<file path="src/rtl/pw_trigger_seq.sv">
// Multi-pulse trigger sequencer: a rising match edge launches a train of up to pNUM_PULSES delayed pulses.
// Registered outputs; O_trigger first rises 1+delay[0] cycles after the edge. No backpressure: edges while busy are only counted.
module pw_trigger_seq #(
    parameter int pDELAY_WIDTH = 20,
    parameter int pWIDTH_WIDTH = 17,
    parameter int pNUM_PULSES  = 4,
    parameter int pIDX_WIDTH   = $clog2(pNUM_PULSES)
) (
    input  logic                                trigger_clk,
    input  logic                                reset_n,
    input  logic                                I_arm,
    input  logic                                I_disarm,
    input  logic                                I_continuous,
    input  logic [pIDX_WIDTH-1:0]               I_pulses_m1,
    input  logic [pNUM_PULSES*pDELAY_WIDTH-1:0] I_trigger_delays,
    input  logic [pNUM_PULSES*pWIDTH_WIDTH-1:0] I_trigger_widths,
    input  logic                                I_match,
    output logic                                O_trigger,
    output logic                                O_armed,
    output logic                                O_busy,
    output logic [pIDX_WIDTH-1:0]               O_pulse_idx,
    output logic                                O_done,
    output logic [7:0]                          O_missed
);

    typedef enum logic [1:0] {ST_IDLE, ST_ARMED, ST_DELAY, ST_PULSE} state_t;

    localparam logic [pIDX_WIDTH-1:0] LP_LAST_IDX = pIDX_WIDTH'(pNUM_PULSES - 1);

    state_t                  r_state, w_state_nxt;
    logic                    r_match;
    logic [pDELAY_WIDTH-1:0] r_dcnt, w_dcnt_nxt;
    logic [pWIDTH_WIDTH-1:0] r_wcnt, w_wcnt_nxt;
    logic [pIDX_WIDTH-1:0]   r_idx, w_idx_nxt;
    logic [pIDX_WIDTH-1:0]   r_last, w_last_nxt;
    logic                    r_done, w_done_nxt;
    logic [7:0]              r_missed, w_missed_nxt;

    logic                    w_match_edge;
    logic                    w_busy;
    logic [pDELAY_WIDTH-1:0] w_delay;
    logic [pWIDTH_WIDTH-1:0] w_width;
    logic [pWIDTH_WIDTH-1:0] w_width_last;
    logic [pIDX_WIDTH-1:0]   w_pulses_clamped;

    assign w_match_edge     = I_match & ~r_match;
    assign w_busy           = (r_state == ST_DELAY) || (r_state == ST_PULSE);
    assign w_delay          = I_trigger_delays[int'(r_idx) * pDELAY_WIDTH +: pDELAY_WIDTH];
    assign w_width          = I_trigger_widths[int'(r_idx) * pWIDTH_WIDTH +: pWIDTH_WIDTH];
    // A zero width still produces a one-cycle pulse.
    assign w_width_last     = (w_width == '0) ? '0 : w_width - 1'b1;
    assign w_pulses_clamped = (I_pulses_m1 > LP_LAST_IDX) ? LP_LAST_IDX : I_pulses_m1;

    always_comb begin
        w_state_nxt  = r_state;
        w_dcnt_nxt   = r_dcnt;
        w_wcnt_nxt   = r_wcnt;
        w_idx_nxt    = r_idx;
        w_last_nxt   = r_last;
        w_done_nxt   = 1'b0;
        w_missed_nxt = r_missed;

        case (r_state)
            ST_IDLE: begin
                if (I_arm) w_state_nxt = ST_ARMED;
            end
            ST_ARMED: begin
                if (w_match_edge) begin
                    w_state_nxt = ST_DELAY;
                    w_idx_nxt   = '0;
                    w_last_nxt  = w_pulses_clamped;
                    w_dcnt_nxt  = '0;
                end
            end
            ST_DELAY: begin
                if (r_dcnt >= w_delay) begin
                    w_state_nxt = ST_PULSE;
                    w_wcnt_nxt  = '0;
                end else begin
                    w_dcnt_nxt = r_dcnt + 1'b1;
                end
            end
            ST_PULSE: begin
                if (r_wcnt >= w_width_last) begin
                    if (r_idx >= r_last) begin
                        w_done_nxt  = 1'b1;
                        w_idx_nxt   = '0;
                        w_state_nxt = I_continuous ? ST_ARMED : ST_IDLE;
                    end else begin
                        w_idx_nxt   = r_idx + 1'b1;
                        w_dcnt_nxt  = '0;
                        w_state_nxt = ST_DELAY;
                    end
                end else begin
                    w_wcnt_nxt = r_wcnt + 1'b1;
                end
            end
            default: w_state_nxt = ST_IDLE;
        endcase

        // Abort overrides everything, including a same-cycle arm or sequence end.
        if (I_disarm) begin
            w_state_nxt = ST_IDLE;
            w_idx_nxt   = '0;
            w_done_nxt  = 1'b0;
        end

        if (w_busy && w_match_edge && (r_missed != 8'hFF)) w_missed_nxt = r_missed + 8'd1;
        if (I_arm) w_missed_nxt = 8'd0;
    end

    always_ff @(posedge trigger_clk or negedge reset_n) begin
        if (!reset_n) begin
            r_state  <= ST_IDLE;
            r_match  <= 1'b0;
            r_dcnt   <= '0;
            r_wcnt   <= '0;
            r_idx    <= '0;
            r_last   <= '0;
            r_done   <= 1'b0;
            r_missed <= 8'd0;
        end else begin
            r_state  <= w_state_nxt;
            r_match  <= I_match;
            r_dcnt   <= w_dcnt_nxt;
            r_wcnt   <= w_wcnt_nxt;
            r_idx    <= w_idx_nxt;
            r_last   <= w_last_nxt;
            r_done   <= w_done_nxt;
            r_missed <= w_missed_nxt;
        end
    end

    assign O_trigger   = (r_state == ST_PULSE);
    assign O_armed     = (r_state == ST_ARMED);
    assign O_busy      = w_busy;
    assign O_pulse_idx = r_idx;
    assign O_done      = r_done;
    assign O_missed    = r_missed;

endmodule

</file>
<file path="config.mk">
export PLATFORM = sky130hd
export DESIGN_NAME = pw_trigger_seq
export DESIGN_NICKNAME = d
export VERILOG_FILES = /design/src/rtl/pw_trigger_seq.sv
export SDC_FILE = /design/constraint.sdc
export NUM_CORES = 1
export LEC_CHECK = 0
export ABC_CLOCK_PERIOD_IN_PS = 7500
export CAP_MARGIN = 20
export CORE_MARGIN = 2
export CORE_UTILIZATION = 44
export CTS_CLUSTER_DIAMETER = 30
export DETAILED_ROUTE_END_ITERATION = 8
export GPL_TIMING_DRIVEN = 0
export PLACE_DENSITY = 0.81
export SLEW_MARGIN = 20
export SYNTH_ARGS = -nofsm -noshare
export SYNTH_HDL_FRONTEND = slang
export SYNTH_SLANG_ARGS = --single-unit
</file>
<file path="constraint.sdc">
create_clock -name trigger_clk -period 7.5 [get_ports trigger_clk]
set_clock_uncertainty 0.05 [all_clocks]
set_input_delay 1.125 -clock trigger_clk [delete_from_list [all_inputs] [get_ports trigger_clk]]
set_output_delay 1.125 -clock trigger_clk [all_outputs]
set_load 0.01 [all_outputs]
</file>
# Word-level counts from Yosys, hierarchy flattened
# Index checks and enable logic that the tools add are counted.
# W data, S select, Z words.
# word_totals
output_inout_bits	14
mem_bits_ro	0
regBits	53
latchBits	0
memories	0
ram_bits	0
wordCells	80
# classes
eq_ne	14
n_bitwise	2
div_mod_pow	0
n_lt_le_gt_ge	4
mul	2
muxes	29
n_reduce_logical	14
n_shift	2
n_addsub	5
# ops
operator	n
$mux W20	4
$shiftx A80 B8 Y20	1
$shiftx A68 B8 Y17	1
$pmux W20 S3	1
$mux W17	3
$pmux W17 S2	1
$mux W2	11
$add A20 B1 Y20 const B	1
$ge A20 B20 Y1	1
$add A17 B1 Y17 const B	1
$ge A17 B17 Y1	1
$logic_not A17 Y1	1
$sub A17 B1 Y17 const B	1
$mux W8	2
$ne A3 B2 Y1 const B	3
$add A8 B1 Y8 const B	1
$ne A8 B8 Y1 const B	1
$pmux W2 S4	1
$mul A2 B5 Y7 const B	1
$ne A2 B1 Y1 const B	3
$ne A2 B2 Y1 const B	3
$reduce_and A3 Y1	2
$reduce_bool A3 Y1	2
$mul A2 B3 Y5 const B	1
17 further kinds	24

# Logic depth before layout (Yosys ltp)
# Gate-level depths: netlist of run 1.
# logic_depth
word_depth	8
ltp_mapped	21
mapped_depth_nobuf	17

# Least setup slack after synthesis of run 1
# Ideal clock, no wire load.
# synth_timing
path_kind	input to register
start	in I_trigger_widths[51]
end	reg r_dcnt[1]
setup_slack_ns	2.273
cell_stages	19
required_ns	7.313
arrival_ns	5.040
path_cell_list	mux4_2 inv_1 ha_1 nand2b_4 nor3_4 nand3b_2 or3_1 buf_2 buf_6 nand2_1 ha_1 a211o_1 o211ai_1 a31oi_1 or4_1 clkbuf_1 nand2_1 clkbuf_1 o21ai_0
# synth_between
elab_chain_cells	6
elab_cells_between_ends	7
cone_classes	add/sub (1); order compare (1); eq/ne (1); shift (1); mux (1); reduce/logical (2)
# synth_rtl
element	line_no	rtl
start: declaration	16	input logic [pNUM_PULSES*pWIDTH_WIDTH-1:0] I_trigger_widths,
$shiftx A68 B8 Y17 *	49	assign w_width = I_trigger_widths[int'(r_idx) * pWIDTH_WIDTH +: pWIDTH_WIDTH];
$sub A17 B1 Y17 or $logic_not A17 Y1 (tied branches)	51	assign w_width_last = (w_width == '0) ? '0 : w_width - 1'b1;
$mux W17 *	51	
$ge A17 B17 Y1 *	84	if (r_wcnt >= w_width_last) begin
$ne A2 B1 Y1 (no line) *	--	
$reduce_and A5 Y1 (no line) *	--	
end signal: assignment	125	r_dcnt <= w_dcnt_nxt;
end: declaration	32	logic [pDELAY_WIDTH-1:0] r_dcnt, w_dcnt_nxt;
# Every way passes the cells marked *; elsewhere a longest branch is shown, timed or not.
# A chain may end at the register's enable or synchronous reset.

# Worst setup path in the final report of run 1
# layout_timing
start	in I_trigger_widths[37]
end	reg r_dcnt[15]
# Same word-level chain as after synthesis.

==> results of run 1 <==
==> worst paths after layout <==
check                                          start    endpoint  slack [ns]  depth (start not counted)
worst max-delay path            I_trigger_widths[37]  r_dcnt[15]        1.44                         18
min in group asynchronous                    reset_n   r_wcnt[3]        0.77                          1
worst max register to register        O_pulse_idx[1]  r_dcnt[15]        1.59                         18
max in group asynchronous                    reset_n   r_dcnt[2]        6.17                          1
worst min register to register             r_last[1]   r_last[1]        0.51                          2
worst min-delay path                       r_last[1]   r_last[1]        0.51                          2
==> layout make-up <==
type	instances	area [µm²]	area share (%)
Multi-Input combinational cell	412	3370	48.9
Timing Repair Buffer	168	1680	24.3
Sequential cell	53	1330	19.2
Tap cell	140	175	2.54
Inverter	29	109	1.58
Buffer	20	98.8	1.43
Clock buffer	5	68.8	0.998
Clock inverter	3	65.1	0.943
==> critical path: stages <==
cell and delay, ns:
clkdlybuf4s50_1 0.42, mux4_2 0.55, or3_4 0.42, nor3_4 0.19
nand3b_2 0.14, or3_1 0.37, buf_2 0.17, buf_6 0.14
nand2_1 0.07, ha_1 0.15, nand4_1 0.16, or4_1 0.51
a31oi_1 0.42, or4_1 0.19, clkbuf_1 0.29, nand2_1 0.30
clkbuf_1 0.34, o22a_1 0.25
==> placed cells by master (no fill, tap or decap), drive strengths merged, types with 4 or more instances in the layout <==
master         instances
or2                    4
o31ai                  9
nor3                  14
and2                   9
nand3                 28
mux4                  37
or3                   10
xor2                  14
dfrtp                 53
o21ai                 28
a31oi                  6
inv                   29
clkdlybuf4s50        167
clkbuf                16
xnor2                  9
o22a                   9
nor2                  34
a21oi                 21
buf                   10
nand2                 53
a21o                  14
nand4                 12
nor4                   4
and3                  17
nor2b                  5
ha                    43
==> layer usage <==
layer / GRT usage, % / up-vias
met5: 0 / -
met4: 6.06 / 0
met3: 4.86 / 21
met2: 42.5 / 147
met1: 29.8 / 2319
li1: - / 2284
==> through the flow <==
step / hold slack (ns) / power, mW / instances / setup slack, ns
after floorplan: 0.435 / 0.581 / 514 / 2.27
after global placement: 0.448 / 0.712 / 822 / 1.29
after detailed placement: 0.483 / 0.735 / 822 / 1.17
after CTS: 0.511 / 0.970 / 830 / 1.49
after global routing: 0.509 / 1.03 / 830 / 1.16
final: 0.505 / 0.966 / 830 / 1.44
==> sequential cells by signal, summed over array words and instances, names as in the netlist <==
signal	cells
r_dcnt	20
r_state	2
r_match	1
r_wcnt	17
O_done	1
O_pulse_idx	2
O_missed	8
r_last	2
==> logic make-up (layout without fill, tap and decap cells) <==
kind of cell / Yosys count / after routing / synth area share (%)
xor+xnor: 23 / 23 / 4.10
fa+ha+maj: 43 / 43 / 11.0
simple gates: 200 / 200 / 21.7
buf+inv: 49 / 225 / 4.23
flops: 53 / 53 / 27.0
compound gates: 104 / 104 / 13.8
mux: 42 / 42 / 18.1
==> report_power, final <==
group          internal (mW)  switching (mW)  leakage, nW
combinational          0.188           0.144         2.12
clock                  0.133           0.102       0.0681
sequential             0.332          0.0682        0.701
==> impl_metrics.csv, run 1 <==
group,metric,value,unit
outcome,status,"finished, final reports clean",
final_layout,syn2layout_area_growth,40.5,%
die,rows,38,
timing,grt_setup_unrepaired,"false",
cts,post_cts_buffers,0,
grt,grt_max_degree,54,
placement,dpl_cell_area,6760,µm²
yosys,avgSynthCellArea,9.55,µm²
grt,grt_pass1_wl,22.9,mm
yosys,syn-instance-count,514,
yosys,ys_ff_latch,53,
grt,grt.total_usage,24.0,%
die,pin_count,170,
power_and_ir_drop,max-vdd-ir-drop,0.000125,V
routing,drc,0,
routing,wl_met1,5.48,mm
final_layout,layout.nets,888,
worst_setup_path,cp-end-kind,"flip-flop",
timing,relSlewSlack,47.8,%
die,coreArea,10800,µm²
cts,clock-root-buffer,"clkbuf_8",
worst_setup_path,worst_setup_path_start_kind,"input pin",
yosys,synth_edf_count,0,
yosys,synth-main-ff-cell,"dfrtp_1",
yosys,synth_top_cells_by_area,"dfrtp_1 (27%), mux4_2 (17%), ha_1 (11%)",
final_layout,insertedDiodeCount,0,
yosys,synthesis.nets,713,
power_and_ir_drop,powerDensity,140,nW/µm²
timing,post-route-period-util,80.8,%
yosys,ys_async_sr_fraction,100,%
power_and_ir_drop,leakagePower,2.88,nW
routing,first_pass_iters,4,
cts,tritoncts,"yes",
yosys,yosys.area.top_type,"dfrtp_1",
final_layout,final_cell_area,6900,µm²
worst_setup_path,path_class,"in -> reg",
worst_setup_path,worstPathRequired,7.66,ns
worst_setup_path,path_max_fanout,10,
cts,cts_resized,0,
placement,io_buffers,168,
grt,grt_pass1_vias,4890,
run,maxCapViolCount,0,
yosys,ys_types,55,
placement,hpwlAfterDp,11.4,mm
routing,avgViaCountPerCell,5.75,
cts,cts.sinks,53,
timing,setup_tns,0,ns
yosys,yosysWarnings,0,
routing,wl_per_cell,16.7,µm
routing,postRouteAntennaNets,0,
min_path,hold_class,"reg -> reg",
final_layout,post-route-util,63.6,%
cts,cts_buffers,5,
yosys,synth_top_area_share,27.0,%
timing,setup_viol,0,
routing,wl_met2,7.39,mm
final_layout,n_fill_cell,872,
routing,routed.top_layer,"met4",
worst_setup_path,cp_data_arrival_time,6.22,ns
routing,dr_wl_met3,723,µm
routing,drtIter0Drc,272,
final_layout,drive_gt1_share,9.13,%
die,initial_core_util,45.3,%
yosys,synthesis.area,4910,µm²
grt,antenna_found_initial,0,
routing,wirelength,13.9,mm
die,die_area,12000,µm²
die,die_w,110,µm
cts,clock_latency,0.32,ns
timing,maxSlewViolCount,0,
cts,clk_pin_slew,0.10,ns
timing,tightestPinTransition,0.784,ns
placement,gp_congestion,0.834,
cts,hold_buffers,0,
die,die_y,110,µm
timing,max_freq,165,MHz
grt,grt_overflow,0,
routing,vias,4771,
yosys,ys_seq_area_share,27.0,%
cts,htreeDepth,2,
timing,hold_violations,0,
timing,timing.final.crit_period,6.06,ns
yosys,synthTopCellsByCount,"dfrtp_1 (53), nand2_1 (53), ha_1 (43), mux4_2 (36), nor2_1 (34)",
cts,clockBufferDepth,2,
Note: power is estimated with default switching activity, not from simulation.
==> inputs of run 2 (changes only) <==
--- a/config.mk
+++ b/config.mk
@@ -5,10 +5,10 @@
 export SDC_FILE = /design/constraint.sdc
 export NUM_CORES = 1
 export LEC_CHECK = 0
-export ABC_CLOCK_PERIOD_IN_PS = 7500
+export ABC_CLOCK_PERIOD_IN_PS = 4900
 export CAP_MARGIN = 20
 export CORE_MARGIN = 2
-export CORE_UTILIZATION = 44
+export CORE_UTILIZATION = 42
 export CTS_CLUSTER_DIAMETER = 30
 export DETAILED_ROUTE_END_ITERATION = 8
 export GPL_TIMING_DRIVEN = 0
==> constraint.sdc (replaced) <==
create_clock -name trigger_clk -period 4.9 [get_ports trigger_clk]
set_clock_uncertainty 0.05 [all_clocks]
set_input_delay 0.735 -clock trigger_clk [delete_from_list [all_inputs] [get_ports trigger_clk]]
set_output_delay 0.735 -clock trigger_clk [all_outputs]
set_load 0.01 [all_outputs]
==> run 2 against run 1 <==
Clock power up 76%. Largest power group unchanged. Global-route usage down 0.91 points. Die area up 4.6%. Worst hold slack worse by 0.083 ns. Core utilization up 1.4 points. Final area up 7.6%. Register-to-register slack worse by 1.4 ns. Clock-buffer cell count up 2. Power up 66%. Final cell count up 2.7%. Sequential power up 59%. First-iteration DRC count down 13%.
==> impl_metrics.csv, run 2 (synthesized netlist as in run 1, its figures left out) <==
group,metric,value,unit
outcome,status,"finished, final reports clean",
die,rows,39,
final_layout,insertedDiodeCount,0,
routing,avgViaCountPerCell,5.86,
min_path,hold_class,"in -> async",
routing,postRouteAntennaNets,0,
timing,tightestPinTransition,0.677,ns
placement,io_buffers,168,
routing,vias,4989,
final_layout,post-route-util,65.0,%
cts,clock-root-buffer,"clkbuf_16",
power_and_ir_drop,totalPowerFinal,1.61,mW
cts,clock_latency,0.29,ns
cts,tritoncts,"yes",
worst_setup_path,worstPathRequired,5.06,ns
final_layout,n_fill_cell,901,
final_layout,layout.nets,907,
final_layout,largest_register_ffs,20,
grt,grt_overflow,0,
die,die_w,112,µm
final_layout,drive_gt1_share,18.2,%
worst_setup_path,cp_data_arrival_time,4.99,ns
grt,grt_max_degree,54,
final_layout,layout_common_cells,"clkdlybuf4s50_1 (153), dfrtp_1 (52), nand2_1 (50), ha_1 (40), mux4_2 (37)",
final_layout,final_common_cell,"clkdlybuf4s50_1",
worst_setup_path,path_max_fanout,8,
worst_setup_path,worst_setup_path_start_kind,"input pin",
routing,wirelength,15.0,mm
cts,htreeDepth,2,
worst_setup_path,cp-end-kind,"flip-flop",
routing,drtIter0Drc,237,
final_layout,regArea,1330,µm²
power_and_ir_drop,leakagePower,3.25,nW
die,initial_core_util,43.0,%
worst_setup_path,path_class,"in -> reg",
power_and_ir_drop,max-vdd-ir-drop,0.000184,V
grt,grt.total_usage,23.1,%
routing,wl_per_cell,17.6,µm
timing,setup_viol,0,
timing,relSlewSlack,54.9,%
placement,hpwlAfterDp,11.3,mm
grt,antenna_found_initial,0,
routing,first_pass_iters,5,
die,coreArea,11400,µm²
final_layout,multi_input_area,3640,µm²
timing,max_freq,207,MHz
final_layout,largest_register,"r_dcnt",
timing,timing.final.crit_period,4.83,ns
die,die_area,12600,µm²
cts,cts_buffers,5,
die,die_y,112,µm
timing,hold_violations,0,
placement,gp_congestion,0.841,
die,pin_count,170,
cts,clockBufferDepth,2,
timing,maxSlewViolCount,0,
routing,drc,0,
timing,post-route-period-util,98.6,%
cts,cts.sinks,53,
grt,grt_pass1_wl,24.1,mm
power_and_ir_drop,powerDensity,217,nW/µm²
run,maxCapViolCount,0,
grt,grt_pass1_vias,5170,
final_layout,syn2layout_area_growth,51.2,%
cts,clk_pin_slew,0.07,ns
[run 2: cell types whose count changed in the layout (fill, tap and decap cells not counted), moves of 5 or more]
cell,previous run,this run
a21oi_2,0,5
clkdlybuf4s50_1,167,153
a21oi_1,21,16
buf_4,1,20
dlymetal6s2s_1,0,14
clkbuf_16,0,5
[run 2: worst max-delay path: stages]
cell and delay (ns):
clkdlybuf4s50_1 0.40, mux4_2 0.50, buf_4 0.17, nor3_4 0.22
nor3b_4 0.27, nand2_2 0.10, or4_4 0.45, xnor2_2 0.17
nand2_1 0.10, ha_4 0.23, nand4_1 0.16, nor2_2 0.07
a22o_4 0.24, or4_4 0.64, or3_4 0.41, a21oi_2 0.11
[run 2: final timing paths]
path,start,endpoint,slack (ns),depth (start not counted)
setup / recovery,I_trigger_widths[0],r_wcnt[3],0.07,16
hold / removal,reset_n,O_missed[5],0.42,1
setup reg to reg,O_pulse_idx[0],r_wcnt[3],0.15,16
hold reg to reg,r_last[0],r_last[0],0.47,1
max in group asynchronous,reset_n,O_pulse_idx[0],3.87,1
min in group trigger_clk,r_last[0],r_last[0],0.47,1
[run 2: cell type report]
| class | count | share of cell area, % |
|---|---|---|
| clock buffer | 7 | 1.92 |
| inverter | 29 | 1.47 |
| sequential | 53 | 17.9 |
| tap | 143 | 2.41 |
| timing repair buffer | 189 | 25.3 |
| buffer | 18 | 1.62 |
| multi-input combinational | 412 | 49.0 |
| clock inverter | 1 | 0.405 |
[run 2: per-layer routing]
layer,track usage (%),wire (µm),up-vias
met4,5.28,163,0
li1,-,-,2323
met3,3.89,1110,19
met1,28.3,5940,2415
met2,42.5,7750,232
met5,0,0,-
[run 2: repair_timing]
item                       in CTS  in global routing
cloned                          2                  0
setup endpoints to repair      42                 41
resized for setup              37                 53
hold buffers                    0                  0
pin swaps                      13                 26
setup buffers                   6                 13
[run 2: power by group]
part	leakage [nW]	switching (mW)	internal, mW
clock network	0.0841	0.155	0.255
logic	2.47	0.249	0.315
registers	0.699	0.125	0.508
total	3.25	0.529	1.08
[run 2: stage by stage]
stage          area (µm²)  cells  hold WS (ns)  worst slack, ns  setup TNS [ns]
5_1_grt              7420    852         0.488          -0.0723          -0.491
4_1_cts              7150    840         0.463          0.00295               0
6_report             7420    852         0.423           0.0698               0
2_1_floorplan        4910    514         0.389           0.0513               0
3_5_place_dp         6770    825         0.453            -1.04          -32.57
3_3_place_gp         6770    825         0.450           -0.926          -27.32
==> inputs of run 3 (changes only) <==
--- a/config.mk
+++ b/config.mk
@@ -12,7 +12,8 @@
 export CTS_CLUSTER_DIAMETER = 30
 export DETAILED_ROUTE_END_ITERATION = 8
 export GPL_TIMING_DRIVEN = 0
-export PLACE_DENSITY = 0.81
+export HOLD_SLACK_MARGIN = 0.08
+export PLACE_DENSITY = 0.78
 export SLEW_MARGIN = 20
 export SYNTH_ARGS = -nofsm -noshare
 export SYNTH_HDL_FRONTEND = slang
==> run 3 against run 2 <==
Flip-flop and latch count unchanged. Die area unchanged. Maximum frequency about the same. Non-clock buffer count decreased by 2. Largest power group unchanged. First-iteration DRC count increased by 24%. Critical endpoint is now r_wcnt[14]. Critical path depth increased by 1. Clock power increased by 10%. Worst hold slack improved by 0.0082 ns.
==> impl_metrics.csv, run 3 (synthesized netlist as in run 1, its figures left out) <==
group,metric,value,unit
outcome,status,"finished, final reports clean",
final_layout,layout_common_cells,"clkdlybuf4s50_1 (155), dfrtp_1 (53), nand2_1 (49), ha_1 (39), mux4_2 (37)",
timing,grt_setup_unrepaired,"true",
final_layout,drive_gt1_share,16.7,%
worst_setup_path,timing.rr.start,"O_pulse_idx[0]",
final_layout,syn2layout_area_growth,50.5,%
routing,vias,4973,
routing,drtIter0Drc,294,
grt,grt_pass1_vias,4957,
routing,wirelength,15.1,mm
final_layout,largest_register_ffs,20,
die,pin_count,170,
run,maxCapViolCount,0,
cts,clk_pin_slew,0.07,ns
grt,antenna_found_initial,0,
power_and_ir_drop,leakagePower,3.23,nW
placement,gp_congestion,0.854,
power_and_ir_drop,powerDensity,222,nW/µm²
worst_setup_path,reg2reg_to,"r_wcnt[14]",
timing,hold_violations,0,
worst_setup_path,cp_data_arrival_time,4.98,ns
worst_setup_path,r2r_cells,17,
min_path,hold_class,"in -> async",
grt,grt_overflow,0,
timing,max_freq,207,MHz
worst_setup_path,worst_setup_path_start_kind,"input pin",
final_layout,insertedDiodeCount,0,
final_layout,largest_register,"r_dcnt",
placement,hpwlAfterDp,11.4,mm
die,rows,39,
placement,dpl.cell_count,825,
worst_setup_path,path_max_fanout,8,
die,coreArea,11400,µm²
worst_setup_path,cp-end-kind,"flip-flop",
placement,io_buffers,168,
grt,grt_max_degree,54,
cts,cts.sinks,53,
timing,setup_viol,0,
grt,grt_pass1_wl,23.5,mm
die,die_w,112,µm
cts,tritoncts,"yes",
worst_setup_path,path_cells,"clkdlybuf4s50_1 -> mux4_2 -> buf_4 -> nor3_4 -> nor3b_4 -> nand2_2 -> or4_4 -> xnor2_2 -> nand2_2 -> ha_4 -> a21o_1 -> a22o_4 -> or4_4 -> clkbuf_16 -> nor3_2 -> a31oi_1 -> o31ai_1",
grt,grt.total_usage,22.8,%
cts,clock_latency,0.29,ns
timing,timing.final.crit_period,4.83,ns
routing,first_pass_iters,5,
timing,maxSlewViolCount,0,
cts,clock-root-buffer,"clkbuf_16",
cts,htreeDepth,2,
die,die_area,12600,µm²
worst_setup_path,path_buf_inv,3,
worst_setup_path,slowest_stage,"or4_4",
timing,post-route-period-util,98.6,%
final_layout,layout.nets,905,
final_layout,final_common_cell,"clkdlybuf4s50_1",
worst_setup_path,worstPathRequired,5.04,ns
worst_setup_path,critPathMaxStageDelay,0.64,ns
worst_setup_path,critPathTopFamily,"simple AND/OR/NAND/NOR gates",
final_layout,n_fill_cell,895,
timing,relSlewSlack,53.2,%
routing,avgViaCountPerCell,5.85,
placement,place_ws,-1.09,ns
timing,fin_ws,0.0670,ns
routing,wl_per_cell,17.7,µm
cts,cts_buffers,5,
die,die_y,112,µm
routing,postRouteAntennaNets,0,
timing,tightestPinTransition,0.702,ns
timing,setup_tns,0,ns
final_layout,layout.cells.non_filler,850,
die,initial_core_util,43.0,%
power_and_ir_drop,max-vdd-ir-drop,0.000197,V
cts,clockBufferDepth,2,
worst_setup_path,path_class,"in -> reg",
routing,drc,0,
worst_setup_path,rrSetupSlack,0.11,ns
power_and_ir_drop,totalPowerFinal,1.64,mW
final_layout,post-route-util,64.7,%
[run 3: changes by cell type in the layout (fill, tap and decap cells not counted), moves of 2 or more]
cell	change
clkbuf_16	+2
or3_1	+3
dlymetal6s2s_1	-2
a21oi_2	-3
nor2_1	+2
clkbuf_8	-3
clkdlybuf4s50_1	+2
o21ai_2	-2
or3_4	-3
a21oi_1	+3
buf_4	-2
[run 3: worst max-delay path by stage]
stage / slack [ns] / to / start / cells past startpoint
4_1_cts: 0.01 / r_wcnt[11] / I_trigger_widths[54] / 17
2_1_floorplan: 0.05 / r_dcnt[1] / O_pulse_idx[0] / 20
3_3_place_gp: -0.94 / r_dcnt[18] / I_trigger_widths[51] / 20
6_report: 0.07 / r_wcnt[14] / I_trigger_widths[51] / 17
3_5_place_dp: -1.09 / r_dcnt[18] / I_trigger_widths[21] / 18
5_1_grt: -0.08 / r_dcnt[1] / O_pulse_idx[0] / 19
[run 3: layer usage]
| layer | vias to the layer above | global-route usage [%] | wire [µm] |
|---|---|---|---|
| met5 | - | 0 | 0 |
| met3 | 39 | 3.73 | 873 |
| li1 | 2321 | - | - |
| met1 | 2429 | 27.2 | 5770 |
| met4 | 0 | 6.75 | 391 |
| met2 | 184 | 42.0 | 8050 |
[run 3: final cells by class]
class,count,area [µm²],share of cell area (%)
multi-input cells,412,3590,48.6
repair buffers,187,1860,25.1
flip-flops and latches,53,1330,17.9
well taps,143,179,2.42
plain buffers,18,138,1.86
clock buffers,5,125,1.69
inverters,29,109,1.47
clock inverters,3,65.1,0.880
[run 3: through the flow]
step | hold slack (ns) | cell area (µm²)
4_1_cts | 0.461 | 7180
5_1_grt | 0.489 | 7390
3_5_place_dp | 0.460 | 6770
3_3_place_gp | 0.447 | 6770
6_report | 0.431 | 7390
2_1_floorplan | 0.389 | 4910
[run 3: worst reg2reg max path, cell delays in order, from the launching register on]
cell       delay [ns]
dfrtp_1          0.50
buf_6            0.23
mux4_2           0.54
buf_4            0.16
nor3_4           0.17
nor3b_4          0.30
nand2_2          0.13
or4_4            0.52
xnor2_2          0.18
nand2_2          0.09
ha_4             0.24
a21o_1           0.19
a22o_4           0.28
or4_4            0.64
clkbuf_16        0.22
nor3_2           0.12
a31oi_1          0.06
o31ai_1          0.09
[run 3: power by group]
part | switching (mW) | internal, mW
Clock | 0.160 | 0.292
Sequential | 0.125 | 0.508
Combinational | 0.243 | 0.316
Total | 0.528 | 1.12
[run 3: what timing repair did]
action,in CTS,in global routing
hold buffers,0,0
buffers inserted,8,9
endpoints found under the setup margin,42,40
cloned,1,1
gates resized for setup,35,37
pin swaps,14,19
==> RTL change, RTL diff (flow settings as in run 2) <==
Set the parameter `pDELAY_WIDTH` to 28 (it was 20).
--- a/src/rtl/pw_trigger_seq.sv
+++ b/src/rtl/pw_trigger_seq.sv
@@ -1,7 +1,7 @@
 // Multi-pulse trigger sequencer: a rising match edge launches a train of up to pNUM_PULSES delayed pulses.
 // Registered outputs; O_trigger first rises 1+delay[0] cycles after the edge. No backpressure: edges while busy are only counted.
 module pw_trigger_seq #(
-    parameter int pDELAY_WIDTH = 20,
+    parameter int pDELAY_WIDTH = 28,
     parameter int pWIDTH_WIDTH = 17,
     parameter int pNUM_PULSES  = 4,
     parameter int pIDX_WIDTH   = $clog2(pNUM_PULSES)
Interface: changed (resized I_trigger_delays); port bits go from 170 to 202. The function was not compared with the original's and may differ.
==> RTL change against run 2 <==
  * Synthesized area increased by 21%
  * Count of clock-buffer cells in the layout increased by 3
  * Sequential cell count increased by 8
  * Power increased by 1.2%
  * Wire length increased by 15%
  * Worst setup slack improved by 0.066 ns
  * Design area increased by 15%
==> RTL change: results (changes against run 2) <==
status: "completed"
grt_max_degree: 57  # +5.6%
largest_reg_flops: 28  # +40%
cts.clk_slew.worst_paths_ns: 0.05  # -0.02 ns
seq_area_frac_synth: 0.2568  # -0.01336
cp_data_arrival_time_ns: 4.93  # -0.06 ns
routedWlPerCell_um: 16.50  # -6.0%
grtUsageTotal: 0.2351  # +0.004213
antenna_found_initial: 0  # unchanged
clkLatencyLatePin_ns: 0.34  # +0.05 ns
ys_top_cells_by_area: "dfrtp_1 (26%), mux4_2 (16%), ha_1 (11%), nand2_1 (4.7%), a21oi_1 (3.1%)"
cts_root_buf: "clkbuf_16"
synthTopCellsByCount: "nand2_1 (75), dfrtp_1 (61), ha_1 (51), nor2_1 (44), inv_1 (43)"
layout-drive-gt1-share: 0.1215  # -0.06042
place.port_buffers: 200  # +19%
syn_nets: 882  # +24%
cts_hold_buf: 0  # unchanged
nets: 1099  # +21%
numCtsBuffers: 9  # +4
vias_per_cell: 5.692  # -2.8%
hpwlAfterDp_um: 13660  # +21%
htreeDepth: 3  # +1
synth_flop_cell: "dfrtp_1"
grt_pass1_wl_um: 27990  # +16%
dpl.cell_count: 1024  # +24%
num_vias: 5942  # +19%
peakVddDrop_mv: 0.1786  # -3.1%
clock_path_buffers: 2  # unchanged
ys_types: 70  # +27%
top_register: "r_dcnt"
gp_congestion: 0.8493  # +0.94%
crit_fanout: 10  # +2
synth.avg_cell_area_um2: 9.243  # -3.2%
slew_headroom: 0.4546  # -0.09395
hp-class: "in -> async"
hold_viol: 0  # unchanged
drt_iter0_drc: 414  # +75%
dp_slack_ns: -0.7960  # +0.2443 ns
setup_tns_ns: 0  # unchanged
first_pass_iters: 5  # unchanged
p_leak_nw: 3.583  # +10%
==> RTL change: logic make-up (layout without fill, tap and decap cells) <==
family / Yosys count / after routing / synth area share
adders and majority gates: 51 / 51 / 0.1074
muxes: 49 / 49 / 0.1798
DFF: 61 / 61 / 0.2568
AOI/OAI and AO/OA: 138 / 138 / 0.1611
and+or+nand+nor: 250 / 250 / 0.2139
xor gates and xnor gates: 19 / 19 / 0.02800
buffers and inverters: 75 / 296 / 0.05305
==> RTL change: worst paths after layout <==
| check | start | to | depth (start not counted) | slack (ns) |
|---|---|---|---|---|
| worst max-delay path | I_trigger_widths[51] | r_wcnt[7] | 19 | 0.14 |
| worst min-delay path | reset_n | r_wcnt[5] | 1 | 0.16 |
| worst max register to register | O_pulse_idx[1] | r_wcnt[7] | 20 | 0.16 |
| worst min register to register | r_last[1] | r_last[1] | 1 | 0.46 |
| max in group asynchronous | reset_n | O_missed[2] | 2 | 4.16 |
| min in group trigger_clk | r_last[1] | r_last[1] | 1 | 0.46 |
==> RTL change: layout make-up <==
type                       count  area [um2]
buffer                        32       196.4
clock buffer                  10       229.0
clock inverter                 5       28.78
fill                        1106        5258
inverter                      43       161.4
multi-input combinational    507        4134
sequential                    61        1526
tap                          180       225.2
timing repair buffer         206        2068
==> RTL change: metrics by stage <==
stage,cell area [um2],util,hold WS (ns)
6_report,8569,0.6198,0.1633
2_1_floorplan,5943,-,0.3894
5_1_grt,8569,0.6198,0.1649
4_1_cts,8503,0.6150,0.1626
3_3_place_gp,8170,0.5909,0.4414
3_5_place_dp,8195,0.5927,0.4443
==> RTL change: layer usage <==
| metal | routed length, um | track usage |
|---|---|---|
| met5 | 0 | 0 |
| met4 | 374 | 0.07543 |
| met3 | 1134 | 0.05028 |
| met2 | 8805 | 0.4012 |
| met1 | 6914 | 0.2970 |
==> RTL change: worst max-delay path, cell delays in order <==
cell             delay (ns)
clkdlybuf4s50_1        0.40
mux4_2                 0.48
inv_1                  0.09
ha_2                   0.20
nand3b_1               0.19
nor2_4                 0.21
nand3_2                0.08
or2_1                  0.22
buf_6                  0.14
buf_6                  0.14
nand2_1                0.07
ha_1                   0.25
and4_1                 0.23
nor2b_1                0.15
a311o_1                0.40
a211oi_4               0.28
buf_6                  0.16
a21oi_2                0.10
a221o_1                0.40
==> RTL change: power breakdown <==
| group | internal, mW | switching (mW) | leakage, nW |
|---|---|---|---|
| Sequential | 0.543 | 0.0495 | 0.833 |
| Combinational | 0.272 | 0.198 | 2.62 |
| Clock | 0.336 | 0.229 | 0.132 |
| Total | 1.15 | 0.477 | 3.58 |
==> RTL change: what timing repair did <==
action / 4_1_cts / 5_1_grt
endpoints found under the setup margin: 48 / 43
pin swaps: 2 / 7
gates resized for setup: 8 / 18
buffers inserted: 3 / 2
